--- src/rtl/addsub_serial.sv ---
// Multi-cycle add/subtract: WIDTH bits in WIDTH/CHUNK clocks, carry rippled through a register.
// Optional macro ADDSUB_SATURATE_EN clamps an overflowing result when sat was set at start.
module addsub_serial #(
    parameter int WIDTH = 16,
    parameter int CHUNK = 4
) (
    input  logic             clk,
    input  logic             rst,
    input  logic             start,
    input  logic [WIDTH-1:0] a,
    input  logic [WIDTH-1:0] b,
    input  logic             cin,
    input  logic             m,
    input  logic             sat,
    output logic             busy,
    output logic             done,
    output logic [WIDTH-1:0] s,
    output logic             cout,
    output logic             v,
    output logic             z,
    output logic             n
);
    localparam int N    = WIDTH / CHUNK;
    localparam int IDXW = (N > 1) ? $clog2(N) : 1;

    typedef enum logic {IDLE, RUN} state_t;

    state_t            state_q, state_d;
    logic [WIDTH-1:0]  a_q, a_d;
    logic [WIDTH-1:0]  b_q, b_d;
    logic [WIDTH-1:0]  s_q, s_d;
    logic [IDXW-1:0]   idx_q, idx_d;
    logic              carry_q, carry_d;
    logic              done_q, done_d;
    logic              cout_q, cout_d;
    logic              v_q, v_d;
    logic              z_q, z_d;
    logic              n_q, n_d;
    logic              sat_q, sat_d;

    logic [CHUNK-1:0]  a_chunk, b_chunk;
    logic [CHUNK:0]    csum;
    logic [WIDTH-1:0]  s_shift, s_fin;
    logic              c_msb_in, v_w;

    // Operands shift right one chunk per cycle; sum chunks enter s from the top.
    always_comb begin
        a_chunk  = a_q[CHUNK-1:0];
        b_chunk  = b_q[CHUNK-1:0];
        csum     = {1'b0, a_chunk} + {1'b0, b_chunk} + {{CHUNK{1'b0}}, carry_q};
        s_shift  = (s_q >> CHUNK) | (WIDTH'(csum[CHUNK-1:0]) << (WIDTH - CHUNK));
        c_msb_in = a_chunk[CHUNK-1] ^ b_chunk[CHUNK-1] ^ csum[CHUNK-1];
        v_w      = c_msb_in ^ csum[CHUNK];
    end

`ifdef ADDSUB_SATURATE_EN
    // On the last chunk a_chunk's MSB is the original sign of a.
    always_comb begin
        s_fin = s_shift;
        if (sat_q && v_w)
            s_fin = a_chunk[CHUNK-1] ? {1'b1, {(WIDTH-1){1'b0}}} : {1'b0, {(WIDTH-1){1'b1}}};
    end
`else
    logic unused_sat;
    assign unused_sat = sat;
    assign s_fin      = s_shift;
`endif

    always_comb begin
        state_d = state_q;
        a_d     = a_q;
        b_d     = b_q;
        s_d     = s_q;
        idx_d   = idx_q;
        carry_d = carry_q;
        done_d  = 1'b0;
        cout_d  = cout_q;
        v_d     = v_q;
        z_d     = z_q;
        n_d     = n_q;
        sat_d   = sat_q;
        case (state_q)
            IDLE: begin
                if (start) begin
                    a_d     = a;
                    b_d     = m ? ~b : b;
                    carry_d = m ? 1'b1 : cin;
                    sat_d   = sat;
                    idx_d   = '0;
                    state_d = RUN;
                end
            end
            RUN: begin
                a_d     = a_q >> CHUNK;
                b_d     = b_q >> CHUNK;
                s_d     = s_shift;
                carry_d = csum[CHUNK];
                idx_d   = idx_q + IDXW'(1);
                if (idx_q == IDXW'(N - 1)) begin
                    s_d     = s_fin;
                    cout_d  = csum[CHUNK];
                    v_d     = v_w;
                    z_d     = (s_fin == '0);
                    n_d     = s_fin[WIDTH-1];
                    done_d  = 1'b1;
                    state_d = IDLE;
                end
            end
            default: state_d = IDLE;
        endcase
    end

    always_ff @(posedge clk or posedge rst) begin
        if (rst) begin
            state_q <= IDLE;
            a_q     <= '0;
            b_q     <= '0;
            s_q     <= '0;
            idx_q   <= '0;
            carry_q <= 1'b0;
            done_q  <= 1'b0;
            cout_q  <= 1'b0;
            v_q     <= 1'b0;
            z_q     <= 1'b0;
            n_q     <= 1'b0;
            sat_q   <= 1'b0;
        end else begin
            state_q <= state_d;
            a_q     <= a_d;
            b_q     <= b_d;
            s_q     <= s_d;
            idx_q   <= idx_d;
            carry_q <= carry_d;
            done_q  <= done_d;
            cout_q  <= cout_d;
            v_q     <= v_d;
            z_q     <= z_d;
            n_q     <= n_d;
            sat_q   <= sat_d;
        end
    end

    assign busy = (state_q == RUN);
    assign done = done_q;
    assign s    = s_q;
    assign cout = cout_q;
    assign v    = v_q;
    assign z    = z_q;
    assign n    = n_q;
endmodule

--- config.mk ---
export PLATFORM = sky130hd
export DESIGN_NAME = addsub_serial
export DESIGN_NICKNAME = d
export VERILOG_FILES = /design/src/rtl/addsub_serial.sv
export SDC_FILE = /design/constraint.sdc
export NUM_CORES = 1
export LEC_CHECK = 0
export CAP_MARGIN = 25
export CORE_AREA = 10 10 88 90
export DETAILED_ROUTE_END_ITERATION = 16
export DIE_AREA = 0 0 98 100
export GPL_TIMING_DRIVEN = 0
export PLACE_DENSITY = 0.72
export REMOVE_ABC_BUFFERS = 1
export SLEW_MARGIN = 30
export SYNTH_ARGS = -nofsm -noshare
export SYNTH_HDL_FRONTEND = slang
export SYNTH_SLANG_ARGS = --single-unit
export TNS_END_PERCENT = 10
--- constraint.sdc ---
create_clock -name clk -period 4.8 [get_ports clk]
set_clock_uncertainty 0.2 [all_clocks]
set_input_delay 0.72 -clock clk [delete_from_list [all_inputs] [get_ports clk]]
set_output_delay 0.72 -clock clk [all_outputs]
set_load 0.05 [all_outputs]
* Word level (Yosys, flattened, before mapping)
Cells that the tools add are included.
Operators by class: $add $sub $neg 3, equality and inequality tests 2, multiplexer cells 15, bitwise operators 6, reduce and logical (&&, ||, !) cells 2
Operator list (number):
- case mux 16 bit (2 select lines) | 2
- two-way mux 16 bit | 3
- logical NOT 16 bit | 1
- NOT 16 bit | 1
- OR 12 x 16 -> 16 bit | 1
- two-way mux 1 bit | 6
- adder 4 x 4 -> 5 bit | 1
- adder 5 x 1 -> 5 bit | 1
- case mux 1 bit (2 select lines) | 2
- case mux 2 bit (2 select lines) | 1
- bitwise XOR 1 bit | 3
- adder 2 x 1 -> 2 bit (second input constant) | 1
- equality test 2 bit (second input constant) | 1
- two-way mux 2 bit | 1
- != test 2 bit (second input constant) | 1
- AND reduction 2 bit | 1
- NOT 1 bit | 1
Word-level totals: flip-flop bits (word level) 57, input port bits 38, output and inout bits 22, logic and storage cells 39

* Logic depth before layout (Yosys ltp)
Gate-level depths: netlist of run 1.
depth after elaboration 4, depth in mapped cells 6, mapped depth without buffers 6

* Worst setup path after synthesis of run 1
OpenSTA, ideal clock, no wires.
kind register to register, start point register a_q[0], end point register v_q, in the netlist v, library setup time 127 ps, arrival time 1829 ps, required time 4473 ps, slack 2643 ps, cell stages (with the launch flop) 7, buffers on the path 0, period minus slack after synthesis 2157 ps, cell sequence dfrtp_1 -> fa_1 -> fa_1 -> a21o_1 -> a21oi_1 -> xnor2_1 -> o21ai_0
On the way: cells in the longest elaborated chain, start to end 4
Ends and longest elaborated chain:
- from (decl) | RTL line 29 | logic [WIDTH-1:0] a_q, a_d;
- from (signal assigned) | RTL line 116 | a_q <= '0;
- from (signal assigned) | RTL line 129 | a_q <= a_d;
- adder 4 x 4 -> 5 bit * | RTL line 50 | csum = {1'b0, a_chunk} + {1'b0, b_chunk} + {{CHUNK{1'b0}}, carry_q};
- adder 5 x 1 -> 5 bit * | RTL line 50
- bitwise XOR 1 bit | RTL line 52 | c_msb_in = a_chunk[CHUNK-1] ^ b_chunk[CHUNK-1] ^ csum[CHUNK-1];
- bitwise XOR 1 bit * | RTL line 53 | v_w = c_msb_in ^ csum[CHUNK];
- to (signal assigned) | RTL line 136 | v_q <= v_d;
- to (decl) | RTL line 36 | logic v_q, v_d;
Every way passes the cells marked *; elsewhere a longest branch is shown, timed or not. A chain may end at the register's enable or synchronous reset.

* Worst setup path after layout of run 1
start point register state_q, in the netlist busy, end point output busy
RTL lines:
- from (decl) | RTL line 28 | state_t state_q, state_d;
- from (signal assigned) | RTL line 128 | state_q <= state_d;
- to (decl) | RTL line 15 | output logic busy,
No word-level cell between the ends.

==> results of run 1 <==
-- cell families after synthesis --
group | Yosys count | synth area share (%)
flops | 57 | 53.7
mux | 35 | 14.0
compound gates | 50 | 10.3
simple gates | 56 | 9.01
xor+xnor | 19 | 6.27
fa+ha+maj | 6 | 3.39
buf+inv | 19 | 3.30
-- metal layers --
layer / share of wire [%] / GRT usage, % / wire [um] / vias up
li1: - / - / - / 929
met1: 45 / 13.1 / 2450 / 890
met2: 47 / 17.6 / 2560 / 48
met3: 7.5 / 4.95 / 412 / 7
met4: 1.2 / 6.04 / 65 / 0
met5: 0 / 0 / 0 / -
-- power by group --
group	internal [mW]	switching (mW)	leakage [nW]
combinational	0.407	0.550	0.710
sequential	0.672	0.169	0.735
clock	0.210	0.171	0.0826
total	1.29	0.890	1.53
-- Yosys cell counts --
cell,instances,share of area (%)
sky130_fd_sc_hd__mux2_2,17,7.2
sky130_fd_sc_hd__o21ai_1,6,1.1
sky130_fd_sc_hd__nand4_1,1,0.24
sky130_fd_sc_hd__ha_1,4,1.9
sky130_fd_sc_hd__a21oi_2,1,0.33
sky130_fd_sc_hd__fa_1,2,1.5
sky130_fd_sc_hd__nor4_2,1,0.47
sky130_fd_sc_hd__inv_2,1,0.14
sky130_fd_sc_hd__nor4_1,2,0.47
sky130_fd_sc_hd__mux2i_1,18,6.8
sky130_fd_sc_hd__a21o_1,2,0.57
sky130_fd_sc_hd__nand2_2,1,0.24
sky130_fd_sc_hd__nand2_1,27,3.8
sky130_fd_sc_hd__inv_1,2,0.28
sky130_fd_sc_hd__or3_1,1,0.24
sky130_fd_sc_hd__nor2_1,22,3.1
sky130_fd_sc_hd__buf_4,2,0.57
sky130_fd_sc_hd__a21oi_1,14,2.6
sky130_fd_sc_hd__a211oi_1,4,1.1
sky130_fd_sc_hd__o21ai_0,22,4.1
sky130_fd_sc_hd__clkbuf_1,6,0.85
sky130_fd_sc_hd__or4_4,1,0.42
sky130_fd_sc_hd__a22o_1,1,0.33
sky130_fd_sc_hd__dfrtp_1,57,54
sky130_fd_sc_hd__xnor2_1,19,6.3
sky130_fd_sc_hd__buf_2,7,1.3
sky130_fd_sc_hd__buf_1,1,0.14
-- cell usage in the layout (no fill, tap or decap) --
cell and n:
sky130_fd_sc_hd__clkdlybuf4s50_1 57, sky130_fd_sc_hd__a211oi_1 4, sky130_fd_sc_hd__dfrtp_1 56, sky130_fd_sc_hd__a21o_1 2, sky130_fd_sc_hd__nand4_1 1, sky130_fd_sc_hd__inv_2 1
sky130_fd_sc_hd__nand2_1 27, sky130_fd_sc_hd__dfrtp_4 1, sky130_fd_sc_hd__inv_1 1, sky130_fd_sc_hd__buf_2 1, sky130_fd_sc_hd__o21ai_0 22, sky130_fd_sc_hd__nor4_1 2
sky130_fd_sc_hd__buf_12 2, sky130_fd_sc_hd__mux2_2 17, sky130_fd_sc_hd__mux2i_1 18, sky130_fd_sc_hd__a22o_1 1, sky130_fd_sc_hd__nand2_2 1, sky130_fd_sc_hd__clkbuf_1 3
sky130_fd_sc_hd__ha_1 4, sky130_fd_sc_hd__fa_1 2, sky130_fd_sc_hd__a21oi_2 1, sky130_fd_sc_hd__inv_4 1, sky130_fd_sc_hd__xnor2_1 19, sky130_fd_sc_hd__o21ai_1 6
sky130_fd_sc_hd__or3_1 1, sky130_fd_sc_hd__a21oi_1 14, sky130_fd_sc_hd__or4_4 1, sky130_fd_sc_hd__nor2_1 22, sky130_fd_sc_hd__nor4_2 1, sky130_fd_sc_hd__clkbuf_8 11
-- cell type report --
class	instances	area share, %
Sequential cell	57	41.4
Multi-Input combinational cell	166	33.0
Timing Repair Buffer	60	17.8
Clock buffer	14	4.70
Tap cell	77	2.79
Inverter	3	0.398
-- tightest hold or removal path: stages, from the launching register on --
cell	delay [ns]
sky130_fd_sc_hd__dfrtp_1	0.34
sky130_fd_sc_hd__nand2_1	0.05
sky130_fd_sc_hd__o21ai_0	0.06
-- state kept, by name, indices dropped and copies added (netlist names), 2 cells and up --
signal and cells:
b_q 16, idx_q 2, s 16, a_q 16
-- worst max path at each step --
stage              startpoint                   to  slack, ns  depth (start not counted)
5_1_grt        busy$_DFF_PP0_                 busy       1.90                          1
2_1_floorplan  busy$_DFF_PP0_        n$_DFFE_PP0P_       1.97                          3
3_5_place_dp                m  carry_q$_DFFE_PP0P_       2.10                          4
6_report       busy$_DFF_PP0_                 busy       1.98                          1
3_3_place_gp   busy$_DFF_PP0_                 busy       0.82                          1
4_1_cts        busy$_DFF_PP0_                 busy       1.96                          1
==> results.md, run 1 <==
Status:
- The flow ran to the end, and the final reports show no timing, DRC or antenna violations.

Worst setup path:
- Walking the worst path, the cells encountered are clkdlybuf4s50_1.
- In this design, the stage delay of the slowest critical-path cell is 0.89 ns.
- The number of buffers and inverters on the critical path is 1.
- The data required time at the worst endpoint is a little under 4 ns.
- The number of cell instances on the worst register-to-register path is 6.
- The type of element capturing the critical path is an output pin.
- The nature of the critical path startpoint is a register.
- The category of the most critical setup path is register to output pin.
- The slowest stage of the critical path belongs to the cell sky130_fd_sc_hd__clkdlybuf4s50_1.
- The internal reg-to-reg setup slack is between 2 and 3 ns.
- The cell family with the largest share of critical-path delay is buffers and inverters.
- For the worst setup path, the data arrival time is 1.90 ns.
- The largest driver fanout on the critical path is 37.
- The startpoint of the lowest-slack register-to-register path is a_q[0]$_DFFE_PP0P_.
- The reg-to-reg critical path endpoint is v$_DFFE_PP0P_.

Final layout:
- The layout filler cell count is 546.
- The multi-input combinational cells in the finished layout cover a total of between 1000 and 1500 um^2.
- The final standard cell utilization of the core is between 50% and 60%.
- The final cell area excluding filler cells is about 3500 um^2.
- The sequential cells in the finished layout cover a total of about 1400 um^2.
- After the flow finishes, the layout carries non-filler instances totaling about 380.
- Relative to the synthesized area, the layout overhead comes to 30.3%.
- The final net count is roughly 340.
- The number of diodes is 0.
- The ratio of cells with drive above 1 in the final layout is about 13%.

Die:
- The area inside the core boundary is just over 6000 um^2.
- After floorplanning, the core was divided into 29 placement rows.
- From left edge to right edge, the die measures 98 um.
- The die is around 100 um tall.
- In this run the count of I/O pins placed on the die edge is 60.
- The die covers around 9800 um^2.
- The initial utilization of the core area, before any placement, comes to between 40% and 50%.

Min path:
- The path with the worst hold slack has its endpoint at a_q[2]$_DFFE_PP0P_.
- Counting instances, the worst hold path has a depth of 2.
- The startpoint identified for the worst hold timing path is a_q[6]$_DFFE_PP0P_.
- The type of the most critical hold path is register to register.

Clocking:
- TritonCTS built the clock tree.
- The number of gates given a new drive strength after cts is 0.
- The cell chosen for the clock root is sky130_fd_sc_hd__clkbuf_8.
- The H-tree level count is 3.
- Clock tree synthesis found a total of 57 sinks.
- The CTS buffer count is 9.
- Clock-pin slew was measured on the worst setup and hold paths at around 0.06 ns.
- The clock latency at the later pin of the worst-skew pair is around 0.33 ns.
- The clock tree buffer depth is 2.
- In this run, post-CTS hold repair placed 0 buffers.
- Buffers added to address setup during post-CTS repair amount to 0.

Timing:
- The worst path needs ~2.8 ns of the cycle, external delays included.
- The final-report max-slew violation count is 0.
- The post-layout worst setup margin is 1.98 ns.
- Setup repair after global routing left no endpoint under its margin.
- The setup total negative slack is 0 ns.
- The number of setup violations in the final report is 0.
- Hold timing on the final database bottoms out at a slack of around 0.28 ns.
- The maximum achievable frequency is about 350 MHz.
- The worst relative slew slack is 37.9%.
- The final hold violation count is 0.
- After layout, the worst path uses 58.8% of the clock period.
- The actual transition at the worst max-transition pin is a little over 0.9 ns.

Place:
- Routability-driven placement finished with a final weighted congestion of around 0.72.
- The detailed placer's ending HPWL is approximately 4000 um.
- The count of placed standard cells including taps is roughly 360.
- The quantity of I/O buffers inserted on ports is 58.
- The post-placement worst setup slack is about 2.1 ns.
- The instance area after placement is ~3300 um^2.

Power and ir drop:
- The power density over the cells is roughly 630 nW/um^2.
- The total leakage power is around 1.5 nW.
- The worst-case vdd ir drop is ~430 uV.
- Summing internal, switching and leakage power gives approximately 2.2 mW.

Global route:
- For this run the aggregate overflow at the end of global routing stands at 0.
- The global-route wire length before repair is about 9100 um.
- The number of global-route vias before repair is 1918.
- Global routing used around 11% of the available tracks.
- The pin count of the biggest net entering global routing is 45.
- The initial antenna violation count is 0.

Yosys:
- The synthesized instance count is roughly 240.
- The register bit total from synthesis is 57.
- The post-synthesis instance area is approximately 2700 um^2.
- Sequential cells were found to cover between 50% and 60% of the synthesized design area.
- During synthesis, Yosys emitted a total of 0 warnings.
- The synthesized netlist contains 27 unique library cells.
- The average size of a mapped cell is about 11 um^2.

Route:
- The number of antenna-violating nets in the routed design is 0.
- In the routed layout, each cell is associated on average with a via count of between 4 and 5.
- The detailed router finished its first iteration with 75 violations.
- The average wire per cell in the routed design is about 15 um.
- The via count of the routed design is between 1500 and 2000.
- The wire length reported by the detailed router is between 5000 and 6000 um.
- In the routed design, unresolved DRC markers number 0.
- The number of optimization iterations in the first detailed-route pass is 4.

Run:
- Max-cap violations in this run came to 0.
(Power assumes the default switching activity.)
==> inputs of run 2 (changes only) <==
==> constraint.sdc (replaced) <==
create_clock -name clk -period 2.9 [get_ports clk]
set_clock_uncertainty 0.2 [all_clocks]
set_input_delay 0.435 -clock clk [delete_from_list [all_inputs] [get_ports clk]]
set_output_delay 0.435 -clock clk [all_outputs]
set_load 0.05 [all_outputs]
==> results of run 2 <==
The final DEF is identical to that of run 1. Status: completed.
Among the figures that moved: setup slack after placement 2.10 ns -> 0.488 ns; setup slack after layout 1.98 ns -> 0.361 ns; hold slack 0.280 ns -> 0.200 ns; register-to-register setup slack 2.50 ns -> 0.60 ns; total power 2.18 mW -> 3.61 mW; worst IR drop on VDD 434 uV -> 718 uV
